[src/rtl/mic1_pkg.sv]
// Shared constants for the MIC-1 memory interface: MIR memory-control bit
// positions and the big-endian byte-lane selection used by the fetch path.
package mic1_pkg;

   localparam int MEM_WRITE = 6;
   localparam int MEM_READ  = 5;
   localparam int MEM_FETCH = 4;

   // mem_ctl carries MIR[6:4], so bit positions are rebased onto MEM_FETCH
   localparam int CTL_WRITE = MEM_WRITE - MEM_FETCH;
   localparam int CTL_READ  = MEM_READ  - MEM_FETCH;
   localparam int CTL_FETCH = MEM_FETCH - MEM_FETCH;

   localparam int BYTE_W    = 8;
   localparam int NUM_LANES = 4;

   // pc[1:0] = 0 selects the most significant byte of the word
   function automatic logic [BYTE_W-1:0] mbr_byte(input logic [31:0] word,
                                                  input logic [1:0]  sel);
      return word[BYTE_W*(NUM_LANES-1-int'(sel)) +: BYTE_W];
   endfunction

endpackage

[src/rtl/mic1_mem_if_if.sv]
// Data-RAM and program-ROM port bundle between the memory interface and the
// synchronous memories (one-cycle read latency on both).
interface mic1_mem_bus #(
   parameter int RAM_AW = 30,
   parameter int ROM_AW = 32
);
   logic [RAM_AW-1:0] ram_address;
   logic [31:0]       ram_data;
   logic              ram_wren;
   logic [31:0]       ram_q;
   logic [ROM_AW-1:0] rom_address;
   logic [31:0]       rom_q;

   modport master (
      output ram_address, ram_data, ram_wren, rom_address,
      input  ram_q, rom_q
   );

   modport slave (
      input  ram_address, ram_data, ram_wren, rom_address,
      output ram_q, rom_q
   );
endinterface

[src/rtl/mic1_mem_stage.sv]
// Two-deep valid/tag shift pipeline tracking a request from issue edge to
// the cycle its memory data is valid.
module mic1_mem_stage #(
   parameter int TAG_W = 1
) (
   input  logic             clock,
   input  logic             reset,
   input  logic             in_vld,
   input  logic [TAG_W-1:0] in_tag,
   output logic             out_vld,
   output logic [TAG_W-1:0] out_tag,
   output logic             busy
);
   localparam int STAGES = 2;

   logic [STAGES:1]            vld_pipe;
   logic [STAGES:1][TAG_W-1:0] tag_pipe;

   always_ff @(posedge clock or negedge reset) begin
      if (!reset) begin
         vld_pipe <= '0;
         tag_pipe <= '0;
      end else begin
         vld_pipe <= {vld_pipe[STAGES-1:1], in_vld};
         tag_pipe <= {tag_pipe[STAGES-1:1], in_tag};
      end
   end

   assign out_vld = vld_pipe[STAGES];
   assign out_tag = tag_pipe[STAGES];
   assign busy    = |vld_pipe;

endmodule

[src/rtl/mic1_mem_if.sv]
// MIC-1 memory interface: registers MAR/MDR/PC requests onto the RAM/ROM
// ports and returns read data to MDR and fetched bytes to MBR two cycles later.
module mic1_mem_if
   import mic1_pkg::*;
#(
   parameter int RAM_AW = 30,
   parameter int ROM_AW = 32
) (
   input  logic              clock,
   input  logic              reset,
   input  logic [2:0]        mem_ctl,
   input  logic [31:0]       mar,
   input  logic [31:0]       mdr,
   input  logic [31:0]       pc,
   mic1_mem_bus.master       mem,
   output logic              mdr_load,
   output logic [31:0]       mdr_in,
   output logic              mbr_load,
   output logic [7:0]        mbr_in,
   output logic              busy,
   output logic              rw_conflict
);
   logic wr_req, rd_req, fe_req;
   logic rd_vld, rd_busy, fe_vld, fe_busy;
   logic [1:0] fe_sel;
   logic       unused_rd_tag;

   // Zero-extended so any RAM_AW/ROM_AW slices cleanly out of 32-bit inputs
   logic [RAM_AW+31:0] mar_ext;
   logic [ROM_AW+31:0] pc_ext;
   logic               unused_ok;

   logic [RAM_AW-1:0] ram_addr_q;
   logic [31:0]       ram_data_q;
   logic              ram_wren_q;
   logic [ROM_AW-1:0] rom_addr_q;

   assign mar_ext   = {{RAM_AW{1'b0}}, mar};
   assign pc_ext    = {{ROM_AW{1'b0}}, pc};
   assign unused_ok = ^{mar_ext, pc_ext, unused_rd_tag};

   // A simultaneous write drops the read
   assign wr_req = mem_ctl[CTL_WRITE];
   assign rd_req = mem_ctl[CTL_READ] & ~wr_req;
   assign fe_req = mem_ctl[CTL_FETCH];

   always_ff @(posedge clock or negedge reset) begin
      if (!reset) begin
         ram_addr_q  <= '0;
         ram_data_q  <= '0;
         ram_wren_q  <= 1'b0;
         rom_addr_q  <= '0;
         rw_conflict <= 1'b0;
      end else begin
         ram_addr_q <= mar_ext[RAM_AW-1:0];
         ram_data_q <= mdr;
         ram_wren_q <= wr_req;
         rom_addr_q <= pc_ext[ROM_AW+1:2];
         if (wr_req && mem_ctl[CTL_READ])
            rw_conflict <= 1'b1;
      end
   end

   assign mem.ram_address = ram_addr_q;
   assign mem.ram_data    = ram_data_q;
   assign mem.ram_wren    = ram_wren_q;
   assign mem.rom_address = rom_addr_q;

   mic1_mem_stage #(.TAG_W(1)) u_rd_stage (
      .clock   (clock),
      .reset   (reset),
      .in_vld  (rd_req),
      .in_tag  (1'b0),
      .out_vld (rd_vld),
      .out_tag (unused_rd_tag),
      .busy    (rd_busy)
   );

   // Byte select rides along with the fetch so it lines up with rom_q
   mic1_mem_stage #(.TAG_W(2)) u_fe_stage (
      .clock   (clock),
      .reset   (reset),
      .in_vld  (fe_req),
      .in_tag  (pc[1:0]),
      .out_vld (fe_vld),
      .out_tag (fe_sel),
      .busy    (fe_busy)
   );

   assign mdr_load = rd_vld;
   assign mdr_in   = rd_vld ? mem.ram_q : '0;
   assign mbr_load = fe_vld;
   assign mbr_in   = fe_vld ? mbr_byte(mem.rom_q, fe_sel) : '0;
   assign busy     = rd_busy | fe_busy;

endmodule

[src/flat_wrapper.sv]
// flat-port wrapper written by rule: the top's interface ports become plain ports
module mic1_mem_if_flat import mic1_pkg::*;
#(
   parameter int RAM_AW = 30,
   parameter int ROM_AW = 32
)
  (clock, reset, mem_ctl, mar, mdr, pc, mdr_load, mdr_in, mbr_load, mbr_in, busy, rw_conflict, mem_ram_address, mem_ram_data, mem_ram_wren, mem_rom_address, mem_ram_q, mem_rom_q);
  mic1_mem_bus #(.RAM_AW(RAM_AW), .ROM_AW(ROM_AW)) mem_i ();
  input  logic clock;
  input  logic reset;
  input  logic [2:0] mem_ctl;
  input  logic [31:0] mar;
  input  logic [31:0] mdr;
  input  logic [31:0] pc;
  output logic mdr_load;
  output logic [31:0] mdr_in;
  output logic mbr_load;
  output logic [7:0] mbr_in;
  output logic busy;
  output logic rw_conflict;
  output wire logic [$bits(mem_i.ram_address)-1:0] mem_ram_address;
  output wire logic [$bits(mem_i.ram_data)-1:0] mem_ram_data;
  output wire logic [$bits(mem_i.ram_wren)-1:0] mem_ram_wren;
  output wire logic [$bits(mem_i.rom_address)-1:0] mem_rom_address;
  input wire logic [$bits(mem_i.ram_q)-1:0] mem_ram_q;
  input wire logic [$bits(mem_i.rom_q)-1:0] mem_rom_q;
  assign mem_ram_address = mem_i.ram_address;
  assign mem_ram_data = mem_i.ram_data;
  assign mem_ram_wren = mem_i.ram_wren;
  assign mem_rom_address = mem_i.rom_address;
  assign mem_i.ram_q = mem_ram_q;
  assign mem_i.rom_q = mem_rom_q;
  mic1_mem_if #(.RAM_AW(RAM_AW), .ROM_AW(ROM_AW)) u_core (.clock(clock), .reset(reset), .mem_ctl(mem_ctl), .mar(mar), .mdr(mdr), .pc(pc), .mem(mem_i), .mdr_load(mdr_load), .mdr_in(mdr_in), .mbr_load(mbr_load), .mbr_in(mbr_in), .busy(busy), .rw_conflict(rw_conflict));
endmodule
[config.mk]
export PLATFORM = sky130hd
export DESIGN_NAME = mic1_mem_if_flat
export DESIGN_NICKNAME = d
export VERILOG_FILES = /design/src/rtl/mic1_pkg.sv /design/src/rtl/mic1_mem_if_if.sv /design/src/rtl/mic1_mem_stage.sv /design/src/rtl/mic1_mem_if.sv /design/src/flat_wrapper.sv
export SDC_FILE = /design/constraint.sdc
export NUM_CORES = 1
export LEC_CHECK = 0
export CAP_MARGIN = 10
export CORE_AREA = 2 2 119 121
export DETAILED_ROUTE_END_ITERATION = 6
export DIE_AREA = 0 0 121 123
export HOLD_SLACK_MARGIN = 0.05
export PLACE_DENSITY_LB_ADDON = 0.3
export SKIP_LAST_GASP = 1
export SYNTH_ARGS = -nofsm -noshare
export SYNTH_HDL_FRONTEND = slang
export SYNTH_SLANG_ARGS = --single-unit
[constraint.sdc]
create_clock -name clock -period 1 [get_ports clock]
set_input_delay 0.2 -clock clock [delete_from_list [all_inputs] [get_ports clock]]
set_output_delay 0.2 -clock clock [all_outputs]
set_load 0.01 [all_outputs]
==> flow_metrics.tcl <==
set metrics [dict create \
    status "finished, violations left" \
    violations "setup timing" \
    clkLatencyLatePin_ns 0.34 \
    portBuffers 299 \
    area_growth_pct 121.5 \
    finalNonFillerCells 677 \
    peakVddDrop_mv 1.026 \
    placedCellCount 651 \
    synthTopCellsByCount "102 x dfrtp_1, 32 x and2_1, 16 x mux2i_1" \
    viasPerCell 3.873 \
    clk_path_buf_depth 2 \
    clkPwrFrac_pct 36.6 \
    cts_root_buf "clkbuf_16" \
    dieWidth_um 121 \
    rsz0062_at_grt "yes" \
    routed_wirelength_um 10580 \
    fmax_ghz 0.6150 \
    start_kind "flip-flop" \
    grt_pass1_vias 2782 \
    cp_cell_sequence "or4_4 > buf_6" \
    drt_pass1_iterations 4 \
    fillers 1202 \
    grtUsageTotal_pct 13.44 \
    p_total_uw 9654 \
    p_per_area_nw_per_um2 1425 \
    maxSlewViolCount 0 \
    p_sw_uw 2214 \
    path_depth 2 \
    crit_required_ns 0.80 \
    num_rows 43 \
    hold_viol_final 0 \
    clk_pin_slew_ns 0.07 \
    drc 0 \
    synth.avg_cell_area_um2 17.79 \
    period_share_pct 162.6 \
    drtAntennaViolNets 0 \
    leakagePower_uw 0.003099 \
    dp_hpwl_um 8194 \
    p_sw_share_pct 22.93 \
    p_int_uw 7440 \
    fin_crit_ns 1.626 \
    crit_fanout 5 \
    vias 2622 \
    cp_slowest_cell "or4_4" \
    yosysTopAreaCellShare_pct 83.44 \
    yosysMostFrequentCell "dfrtp_1" \
    cts_buffers 9 \
    ios 304 \
    diodes 0 \
    cp_num_buf_inv 1 \
    ys_warn_count 0 \
    syn_area_um2 3059 \
    htreeDepth 3 \
    power.share.combinational_pct 17.7 \
    synth-seq-area-share_pct 83.44 \
    antenna_found_initial 0 \
    max_cap_viol_count 0 \
    layout-drive-gt1-share_pct 41.85 \
    drtIter0Drc 78 \
    final.setup_skew_ns 0.0009001 \
    cpPeakStageDelay_ns 0.49 \
    critical_path_class "flip-flop to primary output" \
    cts_tree "done" \
    grt_start_max_net_pins 43 \
    cp_top_family "simple AND/OR/NAND/NOR gates" \
    r2r_cells 1 \
    die_area_um2 14880 \
    arrival_ns 1.43 \
    start_util_pct 22.47 \
    finalWorstSetupSlack_ns -0.6260 \
    core-area_um2 13610 \
    yosys.area.top_type "dfrtp_1" \
    synthDistinctLibCells 15 \
    setup_viol 137 \
    synth_area_leaders "dfrtp_1 83%, and2_1 6.5%, mux2i_1 5.2%, o22ai_1 1.6%, buf_12 0.65%" \
    clock_sinks 102 \
    async_flop_share_pct 100.0 \
    ys.flop_type "dfrtp_1" \
    wl_per_cell_um 15.62 \
    fin_nets 657 \
    routabilityCongestion 0.7244 \
    setup.worst_path.end_class "primary output" \
    synthCells 172 \
    synth_edf_count 0 \
    seqPwrFrac_pct 45.7 \
    synth-seq-cells 102 \
    grt_first_pass_wirelength_um 14840 \
    hold_class "input pin to async pin" \
    grt.overflow.total 0 \
    die_h_um 123 \
]
## flip-flops by register name (all words and copies together) (netlist names)
register and cells:
u_core.u_rd_stage.vld_pipe 2, u_core.mem.ram_data 32, u_core.u_fe_stage.tag_pipe 2, u_core.mem.ram_address 30, u_core.mem.ram_wren 1, u_core.mem.rom_address 30, u_core.rw_conflict 1, u_core.u_fe_stage.out_tag 2
u_core.u_fe_stage.vld_pipe 2
## metrics by stage
stage / TNS (ns) / cell area (um^2) / hold slack, ns / setup slack (ns) / util (%)
after global placement: -26.47 / 6387 / 0.06554 / -0.6546 / 46.93
after detailed placement: -26.97 / 6387 / 0.06082 / -0.6755 / 46.93
final: -25.98 / 6777 / 0.2312 / -0.6260 / 49.78
after CTS: -29.38 / 6548 / 0.2216 / -0.6576 / 48.10
after floorplan: -0.9307 / 3119 / -0.09559 / -0.1281 / -
after global routing: -31.98 / 6777 / 0.2349 / -0.6716 / 49.78
## cells by family after synthesis
logic type      count (synthesis)  share of synthesized area [%]
buf+inv                         8                          2.004
other cells                     1                         0.1226
simple gates                   36                          7.321
flops                         102                          83.44
compound gates                  9                          1.882
mux                            16                          5.235
## path summary, 6_finish.rpt
kind | slack, ns | endpoint | from
min in group clock | 0.29 | u_core.mem.ram_data[29]$_DFF_PN0_ | mdr[29]
setup reg to reg | 0.35 | u_core.rw_conflict$_DFFE_PN0P_ | u_core.rw_conflict$_DFFE_PN0P_
hold / removal | 0.23 | u_core.mem.ram_address[20]$_DFF_PN0_ | reset
max in group asynchronous | 0.28 | u_core.u_fe_stage.out_tag[1]$_DFF_PN0_ | reset
setup / recovery | -0.63 | busy | u_core.u_rd_stage.vld_pipe[2]$_DFF_PN0_
hold reg to reg | 0.35 | u_core.u_fe_stage.out_tag[1]$_DFF_PN0_ | u_core.u_fe_stage.tag_pipe[1]$_DFF_PN0_
## layer usage
metal	track usage, %	wire [um]	vias up
li1	-	-	1191
met1	13.22	3280	1237
met2	22.93	5545	178
met3	7.611	1499	16
met4	6.323	248	0
met5	0	0	-
## placed cells by master (no fill, tap or decap), types with 2 or more instances in the layout
master,n
and2_4,21
dfrtp_2,2
conb_1,2
buf_12,7
clkdlybuf4s50_1,161
o22ai_2,8
mux2i_2,4
and2_1,11
buf_4,2
inv_8,2
clkbuf_16,11
clkinv_2,2
dfrtp_1,100
buf_2,62
mux2i_4,2
buf_6,77
mux2i_1,10
buf_16,2
## power groups by stage
stage               Sequential, uW  Clock (uW)  Combinational (uW)
finish                        4410        3530                1710
global route                  4430        3840                1820
CTS                           4400        3700                1640
detailed placement            4470           0                1680
global placement              4460           0                1660
floorplan                     4580           0                 221
## layout make-up
| type | count | area (um^2) | area share, % |
|---|---|---|---|
| timing repair buffer | 316 | 3097 | 45.70 |
| sequential | 102 | 2555 | 37.70 |
| multi-input combinational | 63 | 595.6 | 8.789 |
| clock buffer | 9 | 225.2 | 3.323 |
| tap | 180 | 225.2 | 3.323 |
| clock inverter | 7 | 78.83 | 1.163 |
## repair_timing
action / 4_1_cts / 5_1_grt
setup endpoints to repair: 137 / 137
pin swaps: 1 / 1
gates cloned: 4 / 1
gates resized for setup: 620 / 47
setup buffers: 2 / 2
hold buffers: 1 / 0
endpoints found under the hold margin: 102 / 0
(Power assumes the default switching activity.)
